## src/rtl/fsmc_master_if_if.sv

```systemverilog
// ----------------------------------------------------------------------------
// fsmc_master_if_if
// Request/response stream between a requester and the FSMC initiator.
//   req_valid  requester -> initiator  request present
//   req_ready  initiator -> requester  initiator idle, can accept
//   req_wr     requester -> initiator  1=write, 0=read
//   req_addr   requester -> initiator  bus address
//   req_wdata  requester -> initiator  write data
//   rsp_valid  initiator -> requester  1-cycle completion pulse
//   rsp_rdata  initiator -> requester  last read data
// Modports: master = requester side, slave = FSMC initiator side.
// ----------------------------------------------------------------------------
interface fsmc_master_if_if #(
    parameter int p_WIDTH_ADDR = 16,
    parameter int p_WIDTH_DATA = 16
);
    logic                    req_valid;
    logic                    req_ready;
    logic                    req_wr;
    logic [p_WIDTH_ADDR-1:0] req_addr;
    logic [p_WIDTH_DATA-1:0] req_wdata;
    logic                    rsp_valid;
    logic [p_WIDTH_DATA-1:0] rsp_rdata;

    modport master (
        output req_valid, req_wr, req_addr, req_wdata,
        input  req_ready, rsp_valid, rsp_rdata
    );

    modport slave (
        input  req_valid, req_wr, req_addr, req_wdata,
        output req_ready, rsp_valid, rsp_rdata
    );
endinterface

```

## src/rtl/fsmc_master_if.sv

```systemverilog
// ----------------------------------------------------------------------------
// fsmc_master_if
// Initiator side of a 16-bit async SRAM-like FSMC bus (Mode A, NE/NOE/NWE,
// non-muxed A/D). Converts a valid/ready request stream into timed read and
// write cycles. The data pins are split into D_o/D_oe/D_i; the tri-state
// buffer lives in the parent.
//
// Ports
//   clk, rst_n     system clock, asynchronous active-low reset
//   req_if         request/response stream (slave modport)
//   cfg_addset/cfg_datast/cfg_busturn  runtime phase lengths (only with
//                  FSMC_MASTER_RUNTIME_TIMING_EN defined)
//   fsmc_A         address pins
//   fsmc_D_o       data to drive, fsmc_D_oe its output enable
//   fsmc_D_i       data from pins
//   fsmc_NE/NWE/NOE  active-low chip enable, write strobe, output enable
//
// Optional feature: define FSMC_MASTER_RUNTIME_TIMING_EN to take the phase
// lengths from the cfg_* inputs (sampled at the accept edge) instead of the
// p_ADDSET/p_DATAST/p_BUSTURN parameters.
//
// FSM states
//   state     | meaning
//   S_IDLE    | ready for a request, bus released
//   S_ADDSET  | NE low, address (and write data) set up, strobes high
//   S_DATAST  | NOE (read) or NWE (write) low
//   S_HOLD    | strobes released, NE still low, response pulse
//   S_BUSTURN | NE high, data pins released, address held
// ----------------------------------------------------------------------------
module fsmc_master_if #(
    parameter int p_WIDTH_ADDR = 16,
    parameter int p_WIDTH_DATA = 16,
    parameter int p_ADDSET     = 2,
    parameter int p_DATAST     = 4,
    parameter int p_BUSTURN    = 1
) (
    input  logic                    clk,
    input  logic                    rst_n,
`ifdef FSMC_MASTER_RUNTIME_TIMING_EN
    input  logic [3:0]              cfg_addset,
    input  logic [3:0]              cfg_datast,
    input  logic [3:0]              cfg_busturn,
`endif
    fsmc_master_if_if.slave         req_if,
    output logic [p_WIDTH_ADDR-1:0] fsmc_A,
    output logic [p_WIDTH_DATA-1:0] fsmc_D_o,
    output logic                    fsmc_D_oe,
    input  logic [p_WIDTH_DATA-1:0] fsmc_D_i,
    output logic                    fsmc_NE,
    output logic                    fsmc_NWE,
    output logic                    fsmc_NOE
);

    localparam logic [2:0] S_IDLE    = 3'd0;
    localparam logic [2:0] S_ADDSET  = 3'd1;
    localparam logic [2:0] S_DATAST  = 3'd2;
    localparam logic [2:0] S_HOLD    = 3'd3;
    localparam logic [2:0] S_BUSTURN = 3'd4;

`ifdef FSMC_MASTER_RUNTIME_TIMING_EN
    localparam int CW = 4;
`else
    localparam int N_A   = (p_ADDSET == 0) ? 1 : p_ADDSET;
    localparam int N_D   = (p_DATAST == 0) ? 1 : p_DATAST;
    localparam int N_MAX = (N_A > N_D) ? ((N_A > p_BUSTURN) ? N_A : p_BUSTURN)
                                       : ((N_D > p_BUSTURN) ? N_D : p_BUSTURN);
    // counter holds phase length minus one
    localparam int CW    = (N_MAX < 2) ? 1 : $clog2(N_MAX);
`endif

    logic [2:0]    state;
    logic [CW-1:0] cnt;
    logic          wr_q;

    // phase counter reload values (length minus one) and busturn presence
    logic [CW-1:0] acc_ld_a;
    logic [CW-1:0] ld_d;
    logic [CW-1:0] ld_t;
    logic          turn_en;

    logic          accept;
    assign accept = (state == S_IDLE) && req_if.req_valid;

`ifdef FSMC_MASTER_RUNTIME_TIMING_EN
    logic [3:0] d_m1_q;
    logic [3:0] t_m1_q;
    logic       t_en_q;

    // address-setup length is needed on the accept edge itself, so it comes
    // straight from the input; the later phases use the values latched there
    assign acc_ld_a = (cfg_addset == 4'd0) ? 4'd0 : cfg_addset - 4'd1;
    assign ld_d     = d_m1_q;
    assign ld_t     = t_m1_q;
    assign turn_en  = t_en_q;

    always_ff @(posedge clk or negedge rst_n) begin
        if (!rst_n) begin
            d_m1_q <= 4'd0;
            t_m1_q <= 4'd0;
            t_en_q <= 1'b0;
        end else if (accept) begin
            d_m1_q <= (cfg_datast == 4'd0) ? 4'd0 : cfg_datast - 4'd1;
            t_m1_q <= (cfg_busturn == 4'd0) ? 4'd0 : cfg_busturn - 4'd1;
            t_en_q <= (cfg_busturn != 4'd0);
        end
    end
`else
    assign acc_ld_a = CW'(N_A - 1);
    assign ld_d     = CW'(N_D - 1);
    assign ld_t     = (p_BUSTURN == 0) ? '0 : CW'(p_BUSTURN - 1);
    assign turn_en  = (p_BUSTURN != 0);
`endif

    always_ff @(posedge clk or negedge rst_n) begin
        if (!rst_n) begin
            state            <= S_IDLE;
            cnt              <= '0;
            wr_q             <= 1'b0;
            fsmc_A           <= '0;
            fsmc_D_o         <= '0;
            fsmc_D_oe        <= 1'b0;
            fsmc_NE          <= 1'b1;
            fsmc_NWE         <= 1'b1;
            fsmc_NOE         <= 1'b1;
            req_if.req_ready <= 1'b1;
            req_if.rsp_valid <= 1'b0;
            req_if.rsp_rdata <= '0;
        end else begin
            req_if.rsp_valid <= 1'b0;
            case (state)
                S_IDLE: begin
                    if (accept) begin
                        wr_q             <= req_if.req_wr;
                        fsmc_A           <= req_if.req_addr;
                        if (req_if.req_wr)
                            fsmc_D_o <= req_if.req_wdata;
                        fsmc_D_oe        <= req_if.req_wr;
                        fsmc_NE          <= 1'b0;
                        req_if.req_ready <= 1'b0;
                        cnt              <= acc_ld_a;
                        state            <= S_ADDSET;
                    end
                end
                S_ADDSET: begin
                    if (cnt == '0) begin
                        cnt   <= ld_d;
                        state <= S_DATAST;
                        if (wr_q)
                            fsmc_NWE <= 1'b0;
                        else
                            fsmc_NOE <= 1'b0;
                    end else begin
                        cnt <= cnt - CW'(1);
                    end
                end
                S_DATAST: begin
                    if (cnt == '0) begin
                        fsmc_NWE         <= 1'b1;
                        fsmc_NOE         <= 1'b1;
                        req_if.rsp_valid <= 1'b1;
                        // closing edge of the last data cycle: pins still enabled
                        if (!wr_q)
                            req_if.rsp_rdata <= fsmc_D_i;
                        state            <= S_HOLD;
                    end else begin
                        cnt <= cnt - CW'(1);
                    end
                end
                S_HOLD: begin
                    fsmc_NE   <= 1'b1;
                    fsmc_D_oe <= 1'b0;
                    if (turn_en) begin
                        cnt   <= ld_t;
                        state <= S_BUSTURN;
                    end else begin
                        req_if.req_ready <= 1'b1;
                        state            <= S_IDLE;
                    end
                end
                S_BUSTURN: begin
                    if (cnt == '0) begin
                        req_if.req_ready <= 1'b1;
                        state            <= S_IDLE;
                    end else begin
                        cnt <= cnt - CW'(1);
                    end
                end
                default: begin
                    fsmc_NE          <= 1'b1;
                    fsmc_NWE         <= 1'b1;
                    fsmc_NOE         <= 1'b1;
                    fsmc_D_oe        <= 1'b0;
                    req_if.req_ready <= 1'b1;
                    state            <= S_IDLE;
                end
            endcase
        end
    end

endmodule

```

## src/flat_wrapper.sv

```systemverilog
// flat-port wrapper written by rule: the top's interface ports become plain ports
module fsmc_master_if_flat 
#(
    parameter int p_WIDTH_ADDR = 16,
    parameter int p_WIDTH_DATA = 16,
    parameter int p_ADDSET     = 2,
    parameter int p_DATAST     = 4,
    parameter int p_BUSTURN    = 1
)
  (clk, rst_n, fsmc_A, fsmc_D_o, fsmc_D_oe, fsmc_D_i, fsmc_NE, fsmc_NWE, fsmc_NOE, req_if_req_valid, req_if_req_wr, req_if_req_addr, req_if_req_wdata, req_if_req_ready, req_if_rsp_valid, req_if_rsp_rdata);
  fsmc_master_if_if #(.p_WIDTH_ADDR(p_WIDTH_ADDR), .p_WIDTH_DATA(p_WIDTH_DATA)) req_if_i ();
  input  logic clk;
  input  logic rst_n;
  output logic [p_WIDTH_ADDR-1:0] fsmc_A;
  output logic [p_WIDTH_DATA-1:0] fsmc_D_o;
  output logic fsmc_D_oe;
  input  logic [p_WIDTH_DATA-1:0] fsmc_D_i;
  output logic fsmc_NE;
  output logic fsmc_NWE;
  output logic fsmc_NOE;
  input wire logic [$bits(req_if_i.req_valid)-1:0] req_if_req_valid;
  input wire logic [$bits(req_if_i.req_wr)-1:0] req_if_req_wr;
  input wire logic [$bits(req_if_i.req_addr)-1:0] req_if_req_addr;
  input wire logic [$bits(req_if_i.req_wdata)-1:0] req_if_req_wdata;
  output wire logic [$bits(req_if_i.req_ready)-1:0] req_if_req_ready;
  output wire logic [$bits(req_if_i.rsp_valid)-1:0] req_if_rsp_valid;
  output wire logic [$bits(req_if_i.rsp_rdata)-1:0] req_if_rsp_rdata;
  assign req_if_i.req_valid = req_if_req_valid;
  assign req_if_i.req_wr = req_if_req_wr;
  assign req_if_i.req_addr = req_if_req_addr;
  assign req_if_i.req_wdata = req_if_req_wdata;
  assign req_if_req_ready = req_if_i.req_ready;
  assign req_if_rsp_valid = req_if_i.rsp_valid;
  assign req_if_rsp_rdata = req_if_i.rsp_rdata;
  fsmc_master_if #(.p_WIDTH_ADDR(p_WIDTH_ADDR), .p_WIDTH_DATA(p_WIDTH_DATA), .p_ADDSET(p_ADDSET), .p_DATAST(p_DATAST), .p_BUSTURN(p_BUSTURN)) u_core (.clk(clk), .rst_n(rst_n), .req_if(req_if_i), .fsmc_A(fsmc_A), .fsmc_D_o(fsmc_D_o), .fsmc_D_oe(fsmc_D_oe), .fsmc_D_i(fsmc_D_i), .fsmc_NE(fsmc_NE), .fsmc_NWE(fsmc_NWE), .fsmc_NOE(fsmc_NOE));
endmodule
```

## config.mk

```make
export PLATFORM = sky130hd
export DESIGN_NAME = fsmc_master_if_flat
export DESIGN_NICKNAME = d
export VERILOG_FILES = /design/src/rtl/fsmc_master_if_if.sv /design/src/rtl/fsmc_master_if.sv /design/src/flat_wrapper.sv
export SDC_FILE = /design/constraint.sdc
export NUM_CORES = 1
export LEC_CHECK = 0
export CORE_MARGIN = 3
export CORE_UTILIZATION = 37
export CTS_CLUSTER_DIAMETER = 60
export CTS_CLUSTER_SIZE = 8
export DETAILED_ROUTE_END_ITERATION = 8
export GPL_TIMING_DRIVEN = 0
export PLACE_DENSITY = 0.71
export RECOVER_POWER = 50
export SYNTH_ARGS = -nofsm -noshare
export SYNTH_HDL_FRONTEND = slang
export SYNTH_SLANG_ARGS = --single-unit
```

## constraint.sdc

```tcl
create_clock -name clk -period 2.6 [get_ports clk]
set_clock_uncertainty 0.1 [all_clocks]
set_input_delay 0.52 -clock clk [delete_from_list [all_inputs] [get_ports clk]]
set_output_delay 0.52 -clock clk [all_outputs]
set_load 0.05 [all_outputs]
```

# Yosys cells after proc, flatten, opt, wreduce, memory -nomap -nowiden
# Index checks and enable logic that the tools add are counted.
# op_classes
addsub	1
div_mod_pow	0
n_reduce_logical	17
n_shift	0
muxes	23
magnitude_cmp	0
bitwise	4
mul	0
n_eq_ne	11
# ops
cell	n
case mux 3 bit (5 select lines)	1
2-to-1 mux 3 bit	4
AND reduction 3 bit	4
AND reduction 4 bit	3
!= test 2 x 1 -> 1 bit (second input constant)	5
2-to-1 mux 1 bit	9
case mux 1 bit (3 select lines)	3
OR reduction 3 bit	3
case mux 2 bit (4 select lines)	1
equality test 3 x 2 -> 1 bit (second input constant)	2
2-to-1 mux 2 bit	3
!= test 2 bit (second input constant)	2
inverter 1 bit	4
case mux 1 bit (2 select lines)	2
AND reduction 2 bit	2
nonzero test 4 bit	1
equality test 3 x 1 -> 1 bit (second input constant)	1
equality test 3 bit (second input constant)	1
zero test 3 bit	1
zero test 2 bit	1
OR reduction 2 bit	1
subtractor 2 x 1 -> 2 bit (second input constant)	1
logical AND 1 bit	1
# totals
ramBits	0
output_inout_bits	54
latch_bits	0
romBits	0
n_memories	0
reg_bits	60

# Logic depth before layout (Yosys ltp)
# Gate-level depths: netlist (run 1).
# logic_depth
word_depth	4
ltp_mapped	8
ltp_nobuf	6

# Least setup slack after synthesis (run 1)
# Ideal clock, no wire load.
# synth_timing
path_type	register to register
from	register u_core.cnt[0]
to	register u_core.req_if.rsp_rdata[10]
required_ns	2.375
period_less_slack_ns	1.922
n_path_buf	3
stages_incl_launch_ff	9
path_slack_ns	0.678
setup_time_ns	0.125
arrival_time_ns	1.697
path_cell_list	dfrtp_1 inv_1 ha_1 clkbuf_1 and3_4 and2_4 buf_6 buf_12 mux2_4
# synth_between
elab_chain_cells	2
# synth_lines
element	line_no	text
start, declared	fsmc_master_if.sv:72	logic [CW-1:0] cnt;
start signal, assigned	fsmc_master_if.sv:140	cnt <= acc_ld_a;
start signal, assigned	fsmc_master_if.sv:146	cnt <= ld_d;
start signal, assigned	fsmc_master_if.sv:153	cnt <= cnt - CW'(1);
zero test 2 bit	fsmc_master_if.sv:157	if (cnt == '0) begin
AND reduction 3 bit (no source line)	n/a	
end signal, assigned	fsmc_master_if.sv:163	req_if.rsp_rdata <= fsmc_D_i;
end, declared	fsmc_master_if_if.sv:32	output req_ready, rsp_valid, rsp_rdata
# Every way passes these cells.
# A chain may end at the register's enable or synchronous reset.

# Final worst setup path (run 1)
# layout_timing
from	register u_core.req_if.req_ready
to	output req_if_req_ready
# layout_lines
element	line_no	text
start, declared	fsmc_master_if_if.sv:32	
start signal, assigned	fsmc_master_if.sv:125	req_if.req_ready <= 1'b1;
start signal, assigned	fsmc_master_if.sv:139	req_if.req_ready <= 1'b0;
start signal, assigned	fsmc_master_if.sv:176	req_if.req_ready <= 1'b1;
end, declared	flat_wrapper.sv:25	output wire logic [$bits(req_if_i.req_ready)-1:0] req_if_req_ready;
# No word-level cell between the ends.

==> results of run 1 <==
==> cells by family after synthesis <==
group / count (synthesis) / share of synthesized area
adder cells (fa/ha/maj): 1 / 0.00483
flip-flops: 60 / 0.581
buffers and inverters: 17 / 0.0464
AND/OR/NAND/NOR: 25 / 0.0623
XOR/XNOR: 1 / 0.00338
AO/OA/AOI/OAI: 25 / 0.0618
multiplexers: 49 / 0.240
==> synth_stat cells, drive strengths merged <==
cell type / count / area, µm²
a2111oi: 2 / 17.5
a211oi: 1 / 7.51
or2: 1 / 6.26
nand2: 4 / 22.5
dfstp: 4 / 105
nand3: 1 / 5.00
a21boi: 1 / 7.51
xor2: 1 / 8.76
dfrtp: 56 / 1400
inv: 7 / 26.3
o211ai: 2 / 15.0
and2: 1 / 8.76
a32oi: 1 / 8.76
a21o: 1 / 7.51
and3: 1 / 11.3
ha: 1 / 12.5
buf: 8 / 86.3
mux2: 48 / 612
mux2i: 1 / 10.0
a21oi: 5 / 25.0
nor3: 2 / 10.0
a31oi: 3 / 18.8
o21ai: 7 / 35.0
o22a: 2 / 17.5
nor2b: 5 / 38.8
clkbuf: 2 / 7.51
nor2: 9 / 50.1
nand2b: 1 / 8.76
==> through the flow <==
| stage | instance area, µm² | total power, mW | worst slack [ns] |
|---|---|---|---|
| finish | 3930 | 5.91 | 0.276 |
| CTS | 3950 | 6.00 | 0.261 |
| floorplan | 2590 | 4.04 | 0.678 |
| detailed placement | 3770 | 5.17 | 0.251 |
| global placement | 3760 | 5.11 | -1.07 |
| global route | 3930 | 6.24 | 0.185 |
==> per-layer routing <==
metal,track usage,routed length (µm)
met4,0.0501,75
met2,0.239,2750
met1,0.200,2420
met5,0,0
met3,0.0976,679
==> worst register-to-register path: stages (launching register included) <==
cell,delay (ns)
dfrtp_1,0.42
inv_1,0.08
ha_1,0.14
clkbuf_1,0.30
and3_1,0.24
and2_4,0.14
buf_6,0.13
buf_12,0.15
mux2_4,0.30
==> power by group through the flow <==
stage / clock network, mW / registers, mW / logic [mW]
floorplan: 0 / 3.05 / 0.994
global placement: 0 / 1.63 / 3.48
detailed placement: 0 / 1.65 / 3.51
CTS: 0.824 / 1.65 / 3.53
global route: 0.870 / 1.70 / 3.67
finish: 0.796 / 1.64 / 3.47
==> final cells by class <==
cell class / count / area [µm²] / share of cell area
buffer: 10 / 93.8 / 0.0239
clock buffer: 13 / 139 / 0.0354
clock inverter: 3 / 40.0 / 0.0102
inverter: 7 / 26.3 / 0.00669
multi-input combinational: 101 / 942 / 0.240
sequential: 60 / 1510 / 0.383
tap: 93 / 116 / 0.0296
timing repair buffer: 106 / 1060 / 0.271
==> path summary, 6_finish.rpt <==
kind                                    startpoint                          to  slack, ns  cells past startpoint
max                        u_core.req_if.req_ready            req_if_req_ready       0.28                      1
min                        u_core.req_if.req_ready     u_core.req_if.req_ready       0.40                      2
max reg2reg                          u_core.cnt[0]  u_core.req_if.rsp_rdata[8]       0.48                      8
min reg2reg                u_core.req_if.req_ready     u_core.req_if.req_ready       0.40                      2
max in group asynchronous                    rst_n              u_core.fsmc_NE       1.04                      2
min in group asynchronous                    rst_n            u_core.fsmc_A[8]       0.44                      1
==> state kept, by name, summed over array words and instances (netlist names) <==
| signal | cells |
|---|---|
| u_core.fsmc_D_oe | 1 |
| u_core.fsmc_A | 16 |
| u_core.req_if.req_ready | 1 |
| u_core.fsmc_NOE | 1 |
| u_core.cnt | 2 |
| u_core.fsmc_D_o | 16 |
| u_core.fsmc_NWE | 1 |
| u_core.fsmc_NE | 1 |
| u_core.req_if.rsp_rdata | 16 |
| u_core.wr_q | 1 |
| u_core.req_if.rsp_valid | 1 |
| u_core.state | 3 |
==> reports/metrics.cfg, run 1 <==
[cts]
cts_buffers=9
clk_latency_ns=0.33
clk_pin_slew_worst_paths_ns=0.07
cts_hold_buf=0
cts_root_buf=clkbuf_8
cts_tree=built
clockBufferDepth=2
cts_setup_buffers=0
cts_resized=0
cts.sinks=60
htreeDepth=3

[floorplanning]
ios=106
die-area_um2=8040
start_util=0.395
core_region_area_um2=6570
die_y_um=89.7
die_w_um=89.7
rows=29

[timing]
min_period_over_period=0.894
fmax_mhz=430
finalSetupViolations=0
setup_tns_ns=0
fin_crit_ns=2.32
whs_ns=0.401
worst_pin_slew_ns=1.48
grt_setup_unrepaired=false
max-slew-margin-rel=0.0107
drv_slew=0
hold_violations=0

[setup_path]
crit_family=buffers and inverters
endpoint_kind=primary output
worst-path-buf-inv=1
cp_cell_sequence=clkdlybuf4s50_1
slowest_delay_ns=0.83
crit_slowest_cell=clkdlybuf4s50_1
cp.required_ns=1.98
critPathKind=register to primary output
cp_max_fo=3
startpoint_type=register
worstPathArrival_ns=1.70

[placement]
port_buffers=105
dpl.hpwl_um=4320
gp_congestion=0.812
place_inst=377

[finish]
area_growth_pct=51.6
final_cells=393
nets=348
drive_above_1_share=0.250
diodes=0
layout_commonest_cell=clkdlybuf4s50_1
n_fill_cell=545
fin_util=0.598
layout_common_cells=clkdlybuf4s50_1, dfrtp_1, mux2_2, mux2_4, clkbuf_8

[detailed_routing]
via_per_inst=4.70
first_pass_iters=5
drt_iter0_markers=114
detail_route.wl_per_cell_um=15.1
totalWireLength_um=5920
vias=1847
drtAntennaViolNets=0
drc=0

[grt]
grt_pass1_vias=1983
antenna_found_initial=0
grt_max_degree=36
grt_pass1_wl_um=9730
grt_overflow_total=0
grt_use_total=0.162

[synth]
synth_warnings=0
syn_area_um2=2590
synthCells=178
ys_seq_elements=60
syn_nets=231
synth.avg_cell_area_um2=14.6
synth.distinct_cells=35
synth-seq-area-share=0.581

[job]
maxCapViolations=0

[pwr]
power_frac_clock=0.135
p_comb_frac=0.588
power_frac_seq=0.278
swShare=0.458
power.switching_mw=2.71
p_int_mw=3.20
power_density_nw_per_um2=1500
p_leak_nw=1.70
peakVddDrop_uv=882

[min_path]
hold_class=register to register

[outcome]
status=finished clean

Note: power is estimated with default switching activity, not from simulation.
==> run 2, diff against run 1 <==
- GPL_ROUTABILITY_DRIVEN: unset -> 0
- TNS_END_PERCENT: unset -> 5
==> results of run 2 <==
Final layout, timing and power as in run 1 (identical DEF).
==> run 3, diff against run 2 <==
- CORE_UTILIZATION: 37 -> 45
- DONT_BUFFER_PORTS: unset -> 1
- PLACE_DENSITY: 0.71 -> unset
==> run 3 against run 2 <==
Effect of this change:
- sequential cell count stayed put
- core utilization is 8.3 points lower
- die area is 17% lower
- sequential share of layout area is 14 points higher
- register-to-register slack worse by 0.02 ns
- final area is 27% lower
- clock-buffer cell count is 2 lower
- maximum frequency is 8.6% higher
==> reports/metrics.cfg, run 3 (synthesis gave the netlist of run 1 again) <==
[outcome]
status=finished clean

[finish]
nets=244  ; -30%
largestRegisters=u_core.fsmc_A x16, u_core.fsmc_D_o x16, u_core.req_if.rsp_rdata x16
diodes=0  ; unchanged
drive_above_1_share=0.408  ; +0.158
layout_commonest_cell=dfrtp_1
layout_common_cells=dfrtp_1, mux2_2, mux2_4, clkbuf_8, nor2_1
area_growth_pct=10.2

[timing]
fmax_mhz=467  ; +8.6%
setup_tns_ns=0  ; unchanged
grt_setup_unrepaired=false
drv_slew=0  ; unchanged
max-slew-margin-rel=0.0506  ; +0.0399
fin_crit_ns=2.14  ; -0.183 ns
fin_ws_ns=0.459  ; +0.183 ns
finalSetupViolations=0  ; unchanged
hold_violations=0  ; unchanged
min_period_over_period=0.823  ; -0.0705
worst_pin_slew_ns=1.42  ; -0.0598 ns

[floorplanning]
die-area_um2=6710  ; -17%
start_util=0.468  ; +0.0732
core_region_area_um2=5540  ; -16%
rows=27  ; -6.9%
die_y_um=81.9  ; -8.7%
die_w_um=81.9  ; -8.7%
ios=106  ; unchanged

[cts]
cts_root_buf=clkbuf_8
htreeDepth=3  ; unchanged
cts.sinks=60  ; unchanged
clk_pin_slew_worst_paths_ns=0.07  ; about the same
clockBufferDepth=2  ; unchanged
cts_resized=0  ; unchanged
cts_tree=built
cts_setup_buffers=0  ; unchanged
cts_buffers=9  ; unchanged
clk_latency_ns=0.32  ; about the same

[placement]
dpl.hpwl_um=3680  ; -15%
dp_slack_ns=0.476  ; +0.225 ns
port_buffers=0  ; -100%

[detailed_routing]
via_per_inst=5.53  ; +18%
first_pass_iters=4  ; -1
drt_iter0_markers=55  ; -52%
totalWireLength_um=5180  ; -12%
vias=1481  ; -20%
detail_route.wl_per_cell_um=19.3  ; +28%
drtAntennaViolNets=0  ; unchanged
drc=0  ; unchanged

[setup_path]
critPathKind=register to register
worstPathArrival_ns=2.28  ; +0.58 ns
startpoint_type=register
rr_worst_depth=6  ; -2
cp_cell_sequence=inv_1, ha_1, clkbuf_1, nor2_1, a2111oi_0, mux2i_1
worst-path-buf-inv=2  ; +1
endpoint_kind=register
crit_family=compound AO/OA/AOI/OAI gates
slowest_delay_ns=0.66  ; -0.17 ns
cp_max_fo=10  ; +7
cp.required_ns=2.74  ; +0.76 ns
crit_slowest_cell=a2111oi_0
path_depth=6  ; +5

[grt]
grt_max_degree=61  ; +69%
grt_overflow_total=0  ; unchanged
antenna_found_initial=0  ; unchanged
grt_pass1_wl_um=8220  ; -16%
grt_use_total=0.165  ; +0.00289
grt_pass1_vias=1631  ; -18%

[min_path]
hold_depth=1  ; -1
hold_class=input pin to register

[job]
maxCapViolations=0  ; unchanged

-- run 3: changes by cell type in the layout (fill, tap and decap cells not counted), sizes merged --
cell | before | now
clkinv | 2 | 4
bufinv | 1 | 0
clkbuf | 16 | 15
buf | 9 | 7
clkinvlp | 0 | 1
clkdlybuf4s50 | 103 | 0
-- run 3: repair_timing --
item / CTS / global route
hold buffers: 2 / 0
endpoints found under the setup margin: 0 / 0
hold endpoints to repair: 60 / 0
-- run 3: per-stage QoR --
| stage | utilization | cells | hold slack [ns] | cell area, µm² |
|---|---|---|---|---|
| after global routing | 0.516 | 268 | 0.211 | 2860 |
| after CTS | 0.521 | 268 | 0.221 | 2890 |
| final | 0.516 | 268 | 0.240 | 2860 |
| after floorplan | - | 178 | 0.124 | 2590 |
| after detailed placement | 0.484 | 250 | 0.126 | 2680 |
| after global placement | 0.484 | 250 | 0.126 | 2680 |
-- run 3: cell type report --
| class | count | area, µm² |
|---|---|---|
| Buffer | 10 | 92.6 |
| Multi-Input combinational cell | 101 | 957 |
| Timing Repair Buffer | 2 | 15.0 |
| Tap cell | 72 | 90.1 |
| Inverter | 7 | 26.3 |
| Clock buffer | 11 | 141 |
| Sequential cell | 60 | 1510 |
| Clock inverter | 5 | 27.5 |
| Fill cell | 481 | 2680 |
-- run 3: path summary, 6_finish.rpt --
check	from	to	slack, ns
max in group asynchronous	rst_n	u_core.fsmc_D_o[1]	0.55
hold / removal	req_if_req_wdata[11]	u_core.fsmc_D_o[11]	0.24
min in group asynchronous	rst_n	u_core.req_if.rsp_rdata[12]	0.98
setup reg to reg	u_core.cnt[0]	u_core.cnt[1]	0.46
setup / recovery	u_core.cnt[0]	u_core.cnt[1]	0.46
hold reg to reg	u_core.cnt[1]	u_core.cnt[1]	0.43
-- run 3: worst register-to-register path, cell delays in order (launching register included) --
cell and delay [ns]:
dfrtp_1 0.41, inv_1 0.07, ha_1 0.13, clkbuf_1 0.31
nor2_1 0.12, a2111oi_0 0.66, mux2i_1 0.25
-- run 3: per-layer routing --
metal / track usage / wire [µm] / up-vias
met5: 0 / 0 / -
met4: 0.0764 / 83 / 0
met3: 0.0768 / 449 / 9
met2: 0.265 / 2640 / 75
met1: 0.187 / 2010 / 749
li1: - / - / 648
Power of run 3 is left out: the tool's default activity adds up to more than one toggle a clock period on the data nets, which glitch-free logic cannot reach.
